File: config.mk
export PLATFORM = sky130hd
export DESIGN_NAME = cam_pattern_gen
export DESIGN_NICKNAME = d
export VERILOG_FILES = /design/src/rtl/cam_pattern_gen.sv
export SDC_FILE = /design/constraint.sdc
export NUM_CORES = 1
export LEC_CHECK = 0
export ABC_CLOCK_PERIOD_IN_PS = 2900
export CAP_MARGIN = 0
export CELL_PAD_IN_SITES_DETAIL_PLACEMENT = 1
export CELL_PAD_IN_SITES_GLOBAL_PLACEMENT = 2
export CORE_MARGIN = 4
export CORE_UTILIZATION = 33
export DETAILED_ROUTE_END_ITERATION = 12
export GPL_TIMING_DRIVEN = 0
export MAX_ROUTING_LAYER = met4
export PLACE_DENSITY = 0.9
export SLEW_MARGIN = 20
export SYNTH_ARGS = -nofsm -noshare
export SYNTH_HDL_FRONTEND = slang
export SYNTH_SLANG_ARGS = --single-unit
export TNS_END_PERCENT = 5
File: constraint.sdc
create_clock -name c -period 2.9 [get_ports c]
set_input_delay 0.58 -clock c [delete_from_list [all_inputs] [get_ports c]]
set_output_delay 0.58 -clock c [all_outputs]
set_load 0.01 [all_outputs]
File: src/rtl/cam_pattern_gen.sv
// Multi-lane framed camera pattern source (FS/LS/IMG/LE/FE + TR training words) for pipeline self-test.
// Latency: outputs registered one cycle behind FSM state; no backpressure, frames stream without stalls.
// Optional CAM_PATGEN_CHECKSUM_EN builds a rotate-xor checksum of each frame's IMG words into frame_sum.
module cam_pattern_gen #(
    parameter int LANES            = 4,
    parameter int PIX_BITS         = 8,
    parameter int COLS             = 1280,
    parameter int ROWS             = 64,
    parameter int LINE_GAP         = 2,
    parameter int INTERFRAME_WORDS = 142,
    parameter int USE_TRIGGER      = 1,
    parameter int SQ_LOG2          = 4
) (
    input  logic                      c,
    input  logic                      r,
    input  logic                      en,
    input  logic                      trigger,
    input  logic [1:0]                mode,
    input  logic [PIX_BITS-1:0]       level,
    output logic [LANES*PIX_BITS-1:0] data,
    output logic [7:0]                sync,
    output logic                      busy,
    output logic                      frame_done,
    output logic [15:0]               frame_count,
    output logic                      trig_missed,
    output logic [31:0]               frame_sum
);

    localparam int          DW        = LANES * PIX_BITS;
    localparam logic [15:0] WORD_LAST = 16'(COLS / LANES - 1);
    localparam logic [15:0] ROW_LAST  = 16'(ROWS - 1);
    localparam logic [15:0] GAP_LAST  = 16'((LINE_GAP > 0) ? LINE_GAP - 1 : 0);
    localparam logic [15:0] IFG_LAST  = 16'((INTERFRAME_WORDS > 0) ? INTERFRAME_WORDS - 1 : 0);
    localparam logic [15:0] LFSR_SEED = 16'hACE1;

    typedef enum logic [2:0] {
        S_IDLE, S_FS, S_LS, S_IMG, S_LE, S_GAP, S_FE, S_IFG
    } state_t;

    state_t              state;
    logic [15:0]         word_idx;
    logic [15:0]         row_idx;
    logic [15:0]         gap_cnt;
    logic [1:0]          mode_q;
    logic [PIX_BITS-1:0] level_q;
    logic [15:0]         lfsr;
    logic                trig_s1, trig_s2, trig_s3, trig_rise;
    logic                start;
    logic                row_done;
    logic [7:0]          sync_code;
    logic [DW-1:0]       pix_word;
    logic [31:0]         px_x, px_y;
    logic [PIX_BITS-1:0] pix;

    always_comb begin
        start    = en & ((USE_TRIGGER != 0) ? trig_rise : 1'b1);
        row_done = ((state == S_LE) && (LINE_GAP == 0)) ||
                   ((state == S_GAP) && (gap_cnt == GAP_LAST));
    end

    always_comb begin
        case (state)
            S_FS:    sync_code = 8'hAA;
            S_LS:    sync_code = 8'h2A;
            S_IMG:   sync_code = 8'h0D;
            S_LE:    sync_code = 8'h12;
            S_FE:    sync_code = 8'h3A;
            default: sync_code = 8'hE9;
        endcase
    end

    // Pixel x spans the full row; the checkerboard parity is bit SQ_LOG2 of x and y.
    always_comb begin
        pix_word = '0;
        px_x     = '0;
        px_y     = 32'(row_idx);
        pix      = '0;
        for (int k = 0; k < LANES; k++) begin
            px_x = 32'(word_idx) * 32'(LANES) + 32'(k);
            case (mode_q)
                2'd0:    pix = PIX_BITS'(px_x + px_y + 32'(frame_count[7:0]));
                2'd1:    pix = (px_x[SQ_LOG2] ^ px_y[SQ_LOG2]) ? ~level_q : level_q;
                2'd2:    pix = level_q;
                default: pix = PIX_BITS'(32'(lfsr) ^ 32'(k));
            endcase
            pix_word[k*PIX_BITS +: PIX_BITS] = pix;
        end
    end

    always_ff @(posedge c) begin
        if (r) begin
            state       <= S_IDLE;
            word_idx    <= '0;
            row_idx     <= '0;
            gap_cnt     <= '0;
            mode_q      <= '0;
            level_q     <= '0;
            lfsr        <= LFSR_SEED;
            trig_s1     <= 1'b0;
            trig_s2     <= 1'b0;
            trig_s3     <= 1'b0;
            trig_rise   <= 1'b0;
            data        <= '0;
            sync        <= 8'hE9;
            busy        <= 1'b0;
            frame_done  <= 1'b0;
            frame_count <= '0;
            trig_missed <= 1'b0;
        end else begin
            trig_s1   <= trigger;
            trig_s2   <= trig_s1;
            trig_s3   <= trig_s2;
            trig_rise <= trig_s2 & ~trig_s3;
            if ((USE_TRIGGER != 0) && trig_rise && (state != S_IDLE))
                trig_missed <= 1'b1;

            sync       <= sync_code;
            data       <= (state == S_IMG) ? pix_word : '0;
            busy       <= (state != S_IDLE);
            frame_done <= (state == S_FE);
            if (state == S_FE)
                frame_count <= frame_count + 16'd1;

            case (state)
                S_IDLE: if (start) state <= S_FS;
                S_FS: begin
                    mode_q  <= mode;
                    level_q <= level;
                    lfsr    <= LFSR_SEED;
                    row_idx <= '0;
                    state   <= S_LS;
                end
                S_LS: begin
                    word_idx <= '0;
                    state    <= S_IMG;
                end
                S_IMG: begin
                    lfsr <= {1'b0, lfsr[15:1]} ^ (lfsr[0] ? 16'hB400 : 16'h0000);
                    if (word_idx == WORD_LAST)
                        state <= S_LE;
                    else
                        word_idx <= word_idx + 16'd1;
                end
                S_LE, S_GAP: begin
                    if (row_done) begin
                        if (row_idx == ROW_LAST) begin
                            state <= S_FE;
                        end else begin
                            row_idx <= row_idx + 16'd1;
                            state   <= S_LS;
                        end
                    end else if (state == S_LE) begin
                        gap_cnt <= '0;
                        state   <= S_GAP;
                    end else begin
                        gap_cnt <= gap_cnt + 16'd1;
                    end
                end
                S_FE: begin
                    gap_cnt <= '0;
                    state   <= (INTERFRAME_WORDS == 0) ? S_IDLE : S_IFG;
                end
                S_IFG: begin
                    if (gap_cnt == IFG_LAST)
                        state <= S_IDLE;
                    else
                        gap_cnt <= gap_cnt + 16'd1;
                end
                default: state <= S_IDLE;
            endcase
        end
    end

`ifdef CAM_PATGEN_CHECKSUM_EN
    logic [31:0] sum_run;
    logic [31:0] pix32;

    always_comb begin
        pix32 = '0;
        for (int i = 0; i < 32 && i < DW; i++)
            pix32[i] = pix_word[i];
    end

    always_ff @(posedge c) begin
        if (r) begin
            sum_run   <= '0;
            frame_sum <= '0;
        end else begin
            if (state == S_FS)
                sum_run <= '0;
            else if (state == S_IMG)
                sum_run <= {sum_run[30:0], sum_run[31]} ^ pix32;
            if (state == S_FE)
                frame_sum <= sum_run;
        end
    end
`else
    assign frame_sum = '0;
`endif

endmodule

# Word-level counts from Yosys, hierarchy flattened
# Cells that the tools add are included.
word_totals:
  output_inout_bits: 91
  wordCells: 109
  in_bits: 14
  regBits: 140
classes:
  n_mux: 27
  n_addsub: 15
  eq_ne: 22
  reduce_logical: 15
  bitwise: 13
op_table:
  columns: ["op", "n"]
  rows:
  - ["$mux 16", 7]
  - ["$pmux 16 s2", 3]
  - ["$pmux 8 s3", 4]
  - ["$add 16x1->16 const B", 4]
  - ["$add 8x8->8", 8]
  - ["$pmux 16 s3", 1]
  - ["$pmux 8 s5", 1]
  - ["$mux 8", 4]
  - ["$pmux 3 s7", 1]
  - ["$mux 3", 6]
  - ["$add 8x2->8 const B", 2]
  - ["$eq 16x1->1 const B", 1]
  - ["$eq 16x6->1 const B", 1]
  - ["$eq 16x8->1 const B", 1]
  - ["$eq 16x9->1 const B", 1]
  - ["$xor 15x16->16", 1]
  - ["$ne 2x2->1 const B", 7]
  - ["$eq 3x3->1 const B", 4]
  - ["$add 8x1->8 const B", 1]
  - ["$not 8->8", 1]
  - ["$eq 3x2->1 const B", 2]
  - ["$reduce_and 3->1", 2]
  - ["$reduce_bool 2->1", 3]
  - ["$reduce_bool 3->1", 2]
  - ["15 further kinds", 24]

# Logic depth before layout (Yosys ltp)
logic_depth:
  ltp_word: 4
  mapped_depth: 10
  mapped_depth_nobuf: 10

# Worst setup path after synthesis
# OpenSTA, ideal clock, no wires.
synth_timing:
  path_type: "register -> register"
  startpoint: "reg frame_count[2]"
  endpoint: "reg data[29]"
  t_required_ns: 2.778
  period_less_slack_ns: 2.592
  setup_ns: 0.122
  path_buffers: 1
  arrival_time_ns: 2.470
  slack_ns: 0.308
  stages_incl_launch_ff: 11
  path_cell_list: "dfxtp_1 inv_1 fa_1 clkbuf_1 xor2_1 ha_1 o21ba_2 o21ai_0 xnor2_1 nor2_1 o311a_1"
synth_between:
  elab_chain_len: 2
synth_rtl:
  columns: ["element", "line_no", "rtl"]
  rows:
  - ["start, declared", "24", "output logic [15:0] frame_count,"]
  - ["start signal, assigned", "122", "frame_count <= frame_count + 16'd1;"]
  - ["$add 8x8->8", "81", "2'd0: pix = PIX_BITS'(px_x + px_y + 32'(frame_count[7:0]));"]
  - ["$pmux 8 s3", "80", "case (mode_q)"]
  - ["end signal, assigned", "118", "data <= (state == S_IMG) ? pix_word : '0;"]
  - ["end, declared", "20", "output logic [LANES*PIX_BITS-1:0] data,"]
# Every way passes these cells.
# A chain may end at the register's enable or synchronous reset.

# Worst setup path after layout
# Same ends and word-level chain as after synthesis.

==> summary.md <==
| Metric | Value |
|---|---|
| Yosys top cell area share | `0.401` |
| Die width | `153 microns` |
| # setup viols final | `0` |
| GRT overflow | `0` |
| WL final | `19,300 microns` |
| TritonRoute pass-1 iters | `4` |
| Yosys warnings | `0` |
| Min Tclk post-route | `2.77 ns` |
| Ys flop type | `dfxtp_1` |
| Post-CTS setup buffer count | `0` |
| Yosys top cell by area | `dfxtp_1` |
| Placer congestion estimate | `0.837` |
| Synth top area cells | `dfxtp_1 (40%), a21oi_1 (4.9%), xnor2_1 (4.8%)` |
| Fmax | `360 MHz` |
| CP startpoint kind | `flip-flop` |
| VDD IR-drop max | `0.413 mV` |
| Vias in the first global route | `6,224` |
| Area grow syn2layout | `25.1%` |
| Initial Util | `0.338` |
| Clock-pin slew on the worst setup and hold paths | `0.06 ns` |
| Most common cell after layout, fill and taps aside | `dfxtp_1` |
| Antenna violations before repair | `0` |
| Die area | `23,300 sq um` |
| Final worst slack | `0.126 ns` |
| Total clock sinks | `138` |
| Synthesis-stage register bit count | `138` |
| Library cells used by synthesis | `64` |
| Seq/Total Area, Yosys | `0.401` |
| Die height | `153 microns` |
| CP Max Fanout | `8` |
| Result of the run | `complete, no violations` |
| Syn Inst Count | `809` |
| R2R setup slack | `0.13 ns` |
| Vias post-DR | `6,097` |
| CP required | `3.20 ns` |
| Clk_lat worst skew | `0.42 ns` |
| Buffers from clock root to sink, at most | `2` |
| Slowest-stage cell, CP | `fa_2` |
| CP max stage delay | `0.69 ns` |
| H-tree Lvls | `4` |
| Global Route Usage Sum | `0.172` |
| Wire per inst | `15.9 microns` |
| Synthesized area | `6890 sq um` |
| CP Cell Sequence | `inv_1 -> fa_2 -> xor2_1 -> ha_1 -> o21ba_2 -> o21ai_0 -> xnor2_1 -> nor2_1 -> o311a_1` |
| Slew Limit Fails | `0` |
| Fin nets | `968` |
| FP Rows | `52` |
| FFs w/ async S/R, synth | `0` |
| Final hold vios | `0` |
| Drt via density | `5.03` |
| EDFF count, synth | `0` |
| DR iter-0 viols | `248` |
| Worst EP arrival | `3.08 ns` |
| Clk_skew | `0.00897 ns` |
| CP Class | `flip-flop to flip-flop` |
| Hold Path Class | `flip-flop to flip-flop` |
| Max Cap Viol | `0` |
| Setup TNS | `0 ns` |
| Period Utilization, post-route | `0.957` |
| N_diodes | `0` |
| Dpl hpwl | `14,300 microns` |
| Worst slew margin | `0.338` |
| LEAKAGE | `3.16 nW` |
| Hold_ws | `0.383 ns` |
| Crit end category | `flip-flop` |
| Largest net degree at the start of global routing | `17` |
| Clock root cell | `clkbuf_16` |
| Layout cell share with drive strength beyond 1 | `0.0914` |
| RSZ-0062 raised after global routing | `false` |
| CTS Buf Count | `17` |
| IO Pins | `105` |
| Core area | `20,400 sq um` |
| Worst-Margin Slew | `0.989 ns` |
| Routed Antenna Nets | `0` |
| PD cells | `628 nW/um^2` |
| Port Buf Inserts | `71` |
| First-pass GRT wire length | `32,100 microns` |
| Mean Syn Cell Area | `8.52 sq um` |
| Commonest cells after routing, fill and taps aside | `dfxtp_1 (138), nand2_1 (79), nor2_1 (73)` |
| CTS tree | `built` |
| Worst slack, placed | `0.0308 ns` |
| DRC viols | `0` |
## cell type report
class / instances / area (sq um)
Clock inverter: 13 / 123
Multi-Input combinational cell: 604 / 3750
Tap cell: 270 / 338
Timing Repair Buffer: 71 / 711
Clock buffer: 19 / 433
Sequential cell: 138 / 2760
Inverter: 23 / 86.3
Fill cell: 2459 / 11700
Buffer: 73 / 414
## metrics by stage
stage / util / power [W] / cell area (sq um) / cells
3_5_place_dp: 0.396 / 0.00339 / 8060 / 1181
6_report: 0.423 / 0.00541 / 8620 / 1211
3_3_place_gp: 0.396 / 0.00337 / 8060 / 1181
5_1_grt: 0.423 / 0.00574 / 8620 / 1211
4_1_cts: 0.423 / 0.00547 / 8620 / 1212
2_1_floorplan: - / 0.00295 / 7010 / 840
## kinds of logic (layout without fill, tap and decap cells)
kind of cell	Yosys count	after routing	share of synthesized area
mux	7	7	0.0107
fa+ha+maj	29	29	0.0570
simple gates	291	291	0.213
buf+inv	98	199	0.0733
other cells	1	32	0.000544
compound gates	177	177	0.158
xor+xnor	68	68	0.0864
flops	138	138	0.401
## metal layers
| metal | global-route usage | routed length, microns | vias to the layer above |
|---|---|---|---|
| met4 | 0.0585 | 418 | 0 |
| li1 | - | - | 3036 |
| met5 | - | 0 | - |
| met1 | 0.216 | 8950 | 2911 |
| met2 | 0.276 | 9140 | 124 |
| met3 | 0.0375 | 765 | 26 |
## registers in the layout, summed over array words and instances (netlist names), 8 cells and up
signal,count
lfsr,16
gap_cnt,16
data,30
frame_count,16
word_idx,16
row_idx,16
level_q,8
sync,8
## Yosys cell counts (4+ instances only)
cell type	number
nand3_1	30
fa_1	5
a21oi_1	67
o22ai_1	10
nor4_1	5
nand2_1	79
nor2b_1	8
dfxtp_1	138
o22a_1	5
o31ai_1	8
xnor2_1	38
o21ai_0	39
o211ai_1	6
clkbuf_1	35
and4_1	6
or3_1	13
mux2i_1	4
nand2b_1	8
xor2_1	30
a22o_1	5
nor2_1	73
buf_4	34
nand4_1	25
or4_1	15
and3_1	8
a22oi_1	5
nor3_1	6
a211oi_1	5
ha_1	21
inv_1	22
## worst paths after layout
path | start | to | depth (start not counted)
worst max-delay path | frame_count[2] | data[29] | 9
worst min-delay path | trig_s3 | trig_rise | 1
worst max register to register | frame_count[2] | data[29] | 9
worst min register to register | trig_s3 | trig_rise | 1
## worst max-delay path: cells and delay by family (launching register included)
kind | cells | cell delay (ns)
buffers and inverters | 1 | 0.12
and+or+nand+nor | 1 | 0.08
adders and majority gates | 2 | 0.87
AOI/OAI and AO/OA | 3 | 0.74
xor gates and xnor gates | 2 | 0.44
DFF | 1 | 0.41
## report_power, final
group / total (W) / internal [W] / switching (W)
Combinational: 0.00123 / 0.000433 / 0.000797
Clock: 0.00206 / 0.00118 / 0.000875
Sequential: 0.00212 / 0.00202 / 0.000104
Total: 0.00541 / 0.00364 / 0.00178
## what timing repair did
action / CTS / global route
setup endpoints to repair: 1 / 13
hold buffers: 0 / 0
resized for setup: 1 / 5
No activity file was read; power rests on OpenSTA's default activity.
